==> config.mk <==
export PLATFORM = sky130hd
export DESIGN_NAME = angle_to_pwm_flat
export DESIGN_NICKNAME = d
export VERILOG_FILES = /design/src/rtl/servo_pkg.sv /design/src/rtl/angle_to_pwm_if.sv /design/src/rtl/servo_pos_accum.sv /design/src/rtl/angle_to_pwm.sv /design/src/flat_wrapper.sv
export SDC_FILE = /design/constraint.sdc
export NUM_CORES = 1
export LEC_CHECK = 0
export ABC_CLOCK_PERIOD_IN_PS = 3750
export CAP_MARGIN = 25
export CORE_ASPECT_RATIO = 0.6
export CORE_MARGIN = 2
export CORE_UTILIZATION = 45
export CTS_CLUSTER_SIZE = 12
export DETAILED_ROUTE_END_ITERATION = 6
export MAX_ROUTING_LAYER = met4
export PLACE_DENSITY_LB_ADDON = 0.15
export SKIP_CTS_REPAIR_TIMING = 1
export SYNTH_ARGS = -nofsm -noshare
export SYNTH_HDL_FRONTEND = slang
export SYNTH_SLANG_ARGS = --single-unit
==> constraint.sdc <==
create_clock -name i_Clk -period 3.75 [get_ports i_Clk]
set_clock_uncertainty 0.15 [all_clocks]
set_input_delay 0.75 -clock i_Clk [delete_from_list [all_inputs] [get_ports i_Clk]]
set_output_delay 0.75 -clock i_Clk [all_outputs]
set_load 0.005 [all_outputs]
==> src/rtl/servo_pkg.sv <==
// servo_pkg
//   Shared definitions for the servo pulse generator: move command codes,
//   frame FSM state encoding and default timing (25 MHz clock).
package servo_pkg;

    // Default timing in clocks at 25 MHz
    localparam int unsigned DEF_PERIOD   = 500000;  // 20 ms frame
    localparam int unsigned DEF_MIN_W    = 25000;   // 1.0 ms
    localparam int unsigned DEF_MAX_W    = 50000;   // 2.0 ms
    localparam int unsigned DEF_CENTER_W = 37500;   // 1.5 ms
    localparam int unsigned DEF_STEP     = 250;

    // Move command codes from the angle stage; anything else holds
    localparam logic [3:0] CMD_HOLD = 4'd0;
    localparam logic [3:0] CMD_DEC  = 4'd1;
    localparam logic [3:0] CMD_INC  = 4'd2;
    localparam logic [3:0] CMD_REL  = 4'd5;

    typedef enum logic [1:0] {
        ST_IDLE = 2'd0,
        ST_HIGH = 2'd1,
        ST_LOW  = 2'd2
    } state_t;

endpackage

==> src/rtl/angle_to_pwm_if.sv <==
// angle_to_pwm_if
//   Bundles the move command input and the pulse/status outputs of
//   angle_to_pwm.
//   i_Angle   : move command (master -> slave)
//   o_Pwm     : servo pulse
//   o_Frame   : one-cycle strobe on the first cycle of each frame
//   o_At_Min  : position register at minimum width
//   o_At_Max  : position register at maximum width
//   o_Width   : pulse width latched for the current frame
interface angle_to_pwm_if;
    logic [3:0]  i_Angle;
    logic        o_Pwm;
    logic        o_Frame;
    logic        o_At_Min;
    logic        o_At_Max;
    logic [15:0] o_Width;

    modport master (
        output i_Angle,
        input  o_Pwm, o_Frame, o_At_Min, o_At_Max, o_Width
    );

    modport slave (
        input  i_Angle,
        output o_Pwm, o_Frame, o_At_Min, o_At_Max, o_Width
    );
endinterface

==> src/rtl/servo_pos_accum.sv <==
// servo_pos_accum
//   Saturating pulse-width position register.
//   i_Clk       : clock
//   i_Rst_L     : asynchronous active-low reset
//   i_Sample    : update strobe (last cycle of a frame)
//   i_Angle     : move command, decoded only when i_Sample is high
//   o_Pos       : registered position
//   o_Pos_Next  : value o_Pos takes at the next edge
//   o_At_Min    : registered flag, o_Pos == MIN_W
//   o_At_Max    : registered flag, o_Pos == MAX_W
module servo_pos_accum
    import servo_pkg::*;
#(
    parameter int unsigned MIN_W    = DEF_MIN_W,
    parameter int unsigned MAX_W    = DEF_MAX_W,
    parameter int unsigned CENTER_W = DEF_CENTER_W,
    parameter int unsigned STEP     = DEF_STEP
) (
    input  logic        i_Clk,
    input  logic        i_Rst_L,
    input  logic        i_Sample,
    input  logic [3:0]  i_Angle,
    output logic [15:0] o_Pos,
    output logic [15:0] o_Pos_Next,
    output logic        o_At_Min,
    output logic        o_At_Max
);

    localparam logic [15:0] LP_MIN    = 16'(MIN_W);
    localparam logic [15:0] LP_MAX    = 16'(MAX_W);
    localparam logic [15:0] LP_CENTER = 16'(CENTER_W);
    localparam logic [15:0] LP_STEP   = 16'(STEP);
    // Thresholds compared before the add/subtract so nothing wraps
    localparam logic [15:0] LP_DEC_OK = 16'(MIN_W + STEP);
    localparam logic [15:0] LP_INC_OK = 16'(MAX_W - STEP);

    logic [15:0] r_Pos;
    logic [15:0] w_Pos_Next;
    logic        r_At_Min;
    logic        r_At_Max;

    always_comb begin
        w_Pos_Next = r_Pos;
        if (i_Sample) begin
            case (i_Angle)
                CMD_DEC: w_Pos_Next = (r_Pos >= LP_DEC_OK) ? r_Pos - LP_STEP : LP_MIN;
                CMD_INC: w_Pos_Next = (r_Pos <= LP_INC_OK) ? r_Pos + LP_STEP : LP_MAX;
                default: w_Pos_Next = r_Pos;
            endcase
        end
    end

    always_ff @(posedge i_Clk or negedge i_Rst_L) begin
        if (!i_Rst_L) begin
            r_Pos    <= LP_CENTER;
            r_At_Min <= 1'b0;
            r_At_Max <= 1'b0;
        end else begin
            r_Pos    <= w_Pos_Next;
            r_At_Min <= (r_Pos == LP_MIN);
            r_At_Max <= (r_Pos == LP_MAX);
        end
    end

    assign o_Pos      = r_Pos;
    assign o_Pos_Next = w_Pos_Next;
    assign o_At_Min   = r_At_Min;
    assign o_At_Max   = r_At_Max;

endmodule

==> src/rtl/angle_to_pwm.sv <==
// angle_to_pwm
//   Servo pulse generator: PERIOD-clock frames, pulse high for the width
//   latched at the start of each frame; width moves by STEP per frame on
//   decrement/increment commands, saturating at MIN_W/MAX_W.
//   i_Clk   : clock, rising edge
//   i_Rst_L : asynchronous active-low reset
//   bus     : i_Angle in; o_Pwm, o_Frame, o_At_Min, o_At_Max, o_Width out
module angle_to_pwm
    import servo_pkg::*;
#(
    parameter int unsigned PERIOD   = DEF_PERIOD,
    parameter int unsigned MIN_W    = DEF_MIN_W,
    parameter int unsigned MAX_W    = DEF_MAX_W,
    parameter int unsigned CENTER_W = DEF_CENTER_W,
    parameter int unsigned STEP     = DEF_STEP
) (
    input  logic           i_Clk,
    input  logic           i_Rst_L,
    angle_to_pwm_if.slave  bus
);

    localparam logic [18:0] LP_LAST   = 19'(PERIOD - 1);
    localparam logic [15:0] LP_CENTER = 16'(CENTER_W);

    state_t      r_State;
    logic [18:0] r_Cnt;
    logic [15:0] r_Width;
    logic        r_Pwm;
    logic        r_Frame;

    logic        w_Sample;
    logic [15:0] w_Pos;
    logic [15:0] w_Pos_Next;
    logic [18:0] w_Width_Last;

    assign w_Sample     = (r_State == ST_LOW) && (r_Cnt == LP_LAST);
    assign w_Width_Last = 19'(r_Width) - 19'd1;

    servo_pos_accum #(
        .MIN_W    (MIN_W),
        .MAX_W    (MAX_W),
        .CENTER_W (CENTER_W),
        .STEP     (STEP)
    ) u_pos (
        .i_Clk      (i_Clk),
        .i_Rst_L    (i_Rst_L),
        .i_Sample   (w_Sample),
        .i_Angle    (bus.i_Angle),
        .o_Pos      (w_Pos),
        .o_Pos_Next (w_Pos_Next),
        .o_At_Min   (bus.o_At_Min),
        .o_At_Max   (bus.o_At_Max)
    );

    // The frame-start latch takes the accumulator's next value, so a command
    // sampled on the last cycle of a frame is already in the following frame.
    always_ff @(posedge i_Clk or negedge i_Rst_L) begin
        if (!i_Rst_L) begin
            r_State <= ST_IDLE;
            r_Cnt   <= '0;
            r_Width <= LP_CENTER;
            r_Pwm   <= 1'b0;
            r_Frame <= 1'b0;
        end else begin
            r_Frame <= 1'b0;
            case (r_State)
                ST_IDLE: begin
                    r_State <= ST_HIGH;
                    r_Cnt   <= '0;
                    r_Width <= w_Pos;
                    r_Pwm   <= 1'b1;
                    r_Frame <= 1'b1;
                end
                ST_HIGH: begin
                    r_Cnt <= r_Cnt + 19'd1;
                    if (r_Cnt == w_Width_Last) begin
                        r_State <= ST_LOW;
                        r_Pwm   <= 1'b0;
                    end
                end
                ST_LOW: begin
                    if (r_Cnt == LP_LAST) begin
                        r_State <= ST_HIGH;
                        r_Cnt   <= '0;
                        r_Width <= w_Pos_Next;
                        r_Pwm   <= 1'b1;
                        r_Frame <= 1'b1;
                    end else begin
                        r_Cnt <= r_Cnt + 19'd1;
                    end
                end
                default: begin
                    r_State <= ST_IDLE;
                    r_Cnt   <= '0;
                    r_Pwm   <= 1'b0;
                end
            endcase
        end
    end

    assign bus.o_Pwm   = r_Pwm;
    assign bus.o_Frame = r_Frame;
    assign bus.o_Width = r_Width;

endmodule
==> src/flat_wrapper.sv <==
// flat-port wrapper written by rule: the top's interface ports become plain ports
module angle_to_pwm_flat import servo_pkg::*;
#(
    parameter int unsigned PERIOD   = DEF_PERIOD,
    parameter int unsigned MIN_W    = DEF_MIN_W,
    parameter int unsigned MAX_W    = DEF_MAX_W,
    parameter int unsigned CENTER_W = DEF_CENTER_W,
    parameter int unsigned STEP     = DEF_STEP
)
  (i_Clk, i_Rst_L, bus_i_Angle, bus_o_Pwm, bus_o_Frame, bus_o_At_Min, bus_o_At_Max, bus_o_Width);
  angle_to_pwm_if bus_i ();
  input  logic i_Clk;
  input  logic i_Rst_L;
  input wire logic [$bits(bus_i.i_Angle)-1:0] bus_i_Angle;
  output wire logic [$bits(bus_i.o_Pwm)-1:0] bus_o_Pwm;
  output wire logic [$bits(bus_i.o_Frame)-1:0] bus_o_Frame;
  output wire logic [$bits(bus_i.o_At_Min)-1:0] bus_o_At_Min;
  output wire logic [$bits(bus_i.o_At_Max)-1:0] bus_o_At_Max;
  output wire logic [$bits(bus_i.o_Width)-1:0] bus_o_Width;
  assign bus_i.i_Angle = bus_i_Angle;
  assign bus_o_Pwm = bus_i.o_Pwm;
  assign bus_o_Frame = bus_i.o_Frame;
  assign bus_o_At_Min = bus_i.o_At_Min;
  assign bus_o_At_Max = bus_i.o_At_Max;
  assign bus_o_Width = bus_i.o_Width;
  angle_to_pwm #(.PERIOD(PERIOD), .MIN_W(MIN_W), .MAX_W(MAX_W), .CENTER_W(CENTER_W), .STEP(STEP)) u_core (.i_Clk(i_Clk), .i_Rst_L(i_Rst_L), .bus(bus_i));
endmodule
==> impl_metrics.tcl <==
set metrics [dict create \
    drt-met1-wl_mm 6.05 \
    max_cap_violations 0 \
    r2r_end "u_core.bus.o_Pwm" \
    cp.arrival_ns 3.42 \
    critPathMaxFanout 8 \
    drt_iter0_markers 451 \
    irDropWorstVdd_uv 185 \
    synthTopCellsByArea "dfrtp_1, dfstp_2, xnor2_1, xor2_1, nor2_1" \
    synth_enable_flop_cells 0 \
    dp_hpwl_mm 9.07 \
    viasPerCell 6.34 \
    fill_cells 832 \
    dp.cells 573 \
    portBuffers 25 \
    synth-seq-area-share 0.357 \
    synth.largest_area_cell "dfrtp_1" \
    htreeDepth 2 \
    drc 0 \
    power_switching_uw 269 \
    status "completed" \
    clock_latency_ns 0.30 \
    grt_pass1_wl_mm 19.1 \
    combinationalPowerShare 0.044 \
    power_frac_clock 0.431 \
    chipWidth_um 125 \
    cts_inserted_buffers 5 \
    initial_core_util 0.465 \
    first_pass_iters 5 \
    final_hold_viol_count 0 \
    critical_path_class "reg2reg" \
    io_pins 26 \
    fin_tns_setup_ns 0 \
    synth_seq_cells 56 \
    grt_start_max_net_pins 40 \
    hold_class "in2async" \
    fp.dieH_um 76.8 \
    drive_gt1_frac 0.145 \
    gp_congestion 0.984 \
    ff2ff_setup_slack_ns 0.36 \
    grt_use_total 0.261 \
    num_antenna_cells 0 \
    p_seq_frac 0.525 \
    fin_nets 481 \
    drt_wl_total_mm 12.0 \
    intPower_uw 893 \
    synth.distinct_cells 72 \
    synthCells 451 \
    synth_top_cell_area_share 0.252 \
    postRouteAntennaNets 0 \
    reg2regPathDepth 9 \
    rsz0062_at_grt "false" \
    cp.required_ns 3.78 \
    yosysWarnings 0 \
    design_area_um2 4480 \
    worst_pin_slew_ns 0.809 \
    wl_per_cell_um 20.6 \
    fin_crit_sh 0.904 \
    rows 26 \
    clkTransAtPathRegs_ns 0.08 \
    vias 3682 \
    clkSinkCount 56 \
    relSlewSlack 0.455 \
    cts_buffer_depth 2 \
    overflow 0 \
    syn-num-nets 464 \
    placed_area_um2 4330 \
    final_cells 581 \
    cts_tree "done" \
    power_switching_share 0.231 \
    period_minus_slack_ns 3.39 \
    core_um2 8560 \
    reg2reg_from "u_core.bus.o_Width[0]" \
    end_kind "register" \
    setup_viol_count_final 0 \
    synth_top_flop_cell "dfrtp_1" \
    grt_pass1_vias 3310 \
    area_delta_synth_final_pct 12.6 \
    cp-start-kind "register" \
    antenna_found_initial 0 \
    topRoutingLayerUsed "met4" \
    fin_util 0.524 \
    p_leak_uw 0.00177 \
    ys_async_sr_fraction 1.00 \
    routed-wl-met3_mm 1.34 \
    powerDensity_nw_per_um2 259 \
    synthesis.area_um2 3980 \
    slew_violations 0 \
    wl_met2_mm 4.52 \
    synth.avg_cell_area_um2 8.82 \
    fp.dieArea_um2 9630 \
    cts_root_buffer "clkbuf_16" \
    max_freq_mhz 295 \
]
## layout make-up
| type | instances | area (um^2) | share of cell area |
|---|---|---|---|
| clock buffer | 7 | 143 | 0.0318 |
| tap | 112 | 140 | 0.0313 |
| inverter | 15 | 56.3 | 0.0126 |
| timing repair buffer | 36 | 328 | 0.0732 |
| sequential | 56 | 1420 | 0.317 |
| multi-input combinational | 354 | 2380 | 0.532 |
| clock inverter | 1 | 7.51 | 0.00168 |
## synth_stat cells, types with 7 or more instances
| cell type | instances |
|---|---|
| dfstp_2 | 16 |
| ha_1 | 7 |
| clkbuf_1 | 14 |
| o211ai_1 | 7 |
| and3_1 | 9 |
| xnor2_1 | 24 |
| nor4_1 | 7 |
| nand4_1 | 13 |
| mux2_2 | 13 |
| o21ai_0 | 18 |
| a31oi_1 | 8 |
| nor3_1 | 18 |
| dfrtp_1 | 40 |
| nand2_1 | 27 |
| inv_1 | 15 |
| nand3_1 | 22 |
| xor2_1 | 21 |
| a21oi_1 | 16 |
| nor2_1 | 47 |
| buf_2 | 9 |
## kinds of logic after synthesis
logic type | synth area share
buf+inv | 0.0434
compound gates | 0.153
xor+xnor | 0.0991
flops | 0.357
simple gates | 0.273
fa+ha+maj | 0.0220
mux | 0.0522
## worst max-delay path by stage
| stage | end | startpoint | slack, ns | cells after the start |
|---|---|---|---|---|
| after CTS | u_core.bus.o_Pwm | u_core.bus.o_Width[0] | 0.44 | 9 |
| final | u_core.bus.o_Pwm | u_core.bus.o_Width[0] | 0.36 | 9 |
| after detailed placement | u_core.bus.o_Width[12] | bus_i_Angle[1] | 0.37 | 8 |
| after global placement | u_core.bus.o_Width[12] | bus_i_Angle[1] | 0.41 | 8 |
| after floorplan | u_core.bus.o_Pwm | u_core.bus.o_Width[0] | 0.91 | 10 |
| after global routing | u_core.bus.o_Pwm | u_core.bus.o_Width[0] | 0.22 | 9 |
## sequential cells by signal, summed over array words and instances, names as in the netlist
name	flops
u_core.u_pos.o_At_Min	1
u_core.bus.o_Frame	1
u_core.bus.o_Width	16
u_core.u_pos.o_Pos	16
u_core.r_State	1
u_core.r_Cnt	19
u_core.u_pos.o_At_Max	1
u_core.bus.o_Pwm	1
## metrics by stage
stage | worst slack (ns) | total power, uW | hold WS (ns)
floorplan | 0.907 | 643 | 0.304
global placement | 0.414 | 672 | 0.346
detailed placement | 0.371 | 673 | 0.350
CTS | 0.437 | 1170 | 0.236
global route | 0.224 | 1200 | 0.257
finish | 0.360 | 1160 | 0.216
## critical path, stage by stage, from the launching register on
cell,delay (ns)
dfrtp_1,0.46
inv_1,0.09
ha_1,0.34
or3b_2,0.61
nor4_1,0.29
xnor2_1,0.16
nand4_1,0.15
nor4b_1,0.47
a31oi_1,0.19
mux2_1,0.35
## power groups by stage
| stage | Clock (uW) | Combinational (uW) | Sequential (uW) |
|---|---|---|---|
| final | 500 | 51.6 | 610 |
| after CTS | 511 | 52.0 | 610 |
| after floorplan | 0 | 24.1 | 619 |
| after global placement | 0 | 50.8 | 621 |
| after detailed placement | 0 | 52.0 | 621 |
| after global routing | 537 | 57.8 | 610 |
## cells in the final DEF (no fill, tap or decap), drive strengths merged, types with 5 or more instances in the layout
| master | n |
|---|---|
| a21oi | 16 |
| a31oi | 8 |
| and3 | 9 |
| buf | 12 |
| clkbuf | 7 |
| clkdlybuf4s50 | 24 |
| dfrtp | 40 |
| dfstp | 16 |
| ha | 7 |
| inv | 15 |
| mux2 | 14 |
| mux2i | 5 |
| nand2 | 27 |
| nand3 | 22 |
| nand4 | 14 |
| nor2 | 47 |
| nor3 | 18 |
| nor4 | 12 |
| o211ai | 7 |
| o21ai | 22 |
| o22ai | 5 |
| o31ai | 7 |
| or2 | 6 |
| or4 | 5 |
| xnor2 | 24 |
| xor2 | 21 |
## layer usage
layer,track usage,up-vias
met5,-,-
met4,0.0433,0
met3,0.0558,10
met2,0.323,197
met1,0.426,1782
li1,-,1693
No activity file was read; power rests on OpenSTA's default activity.
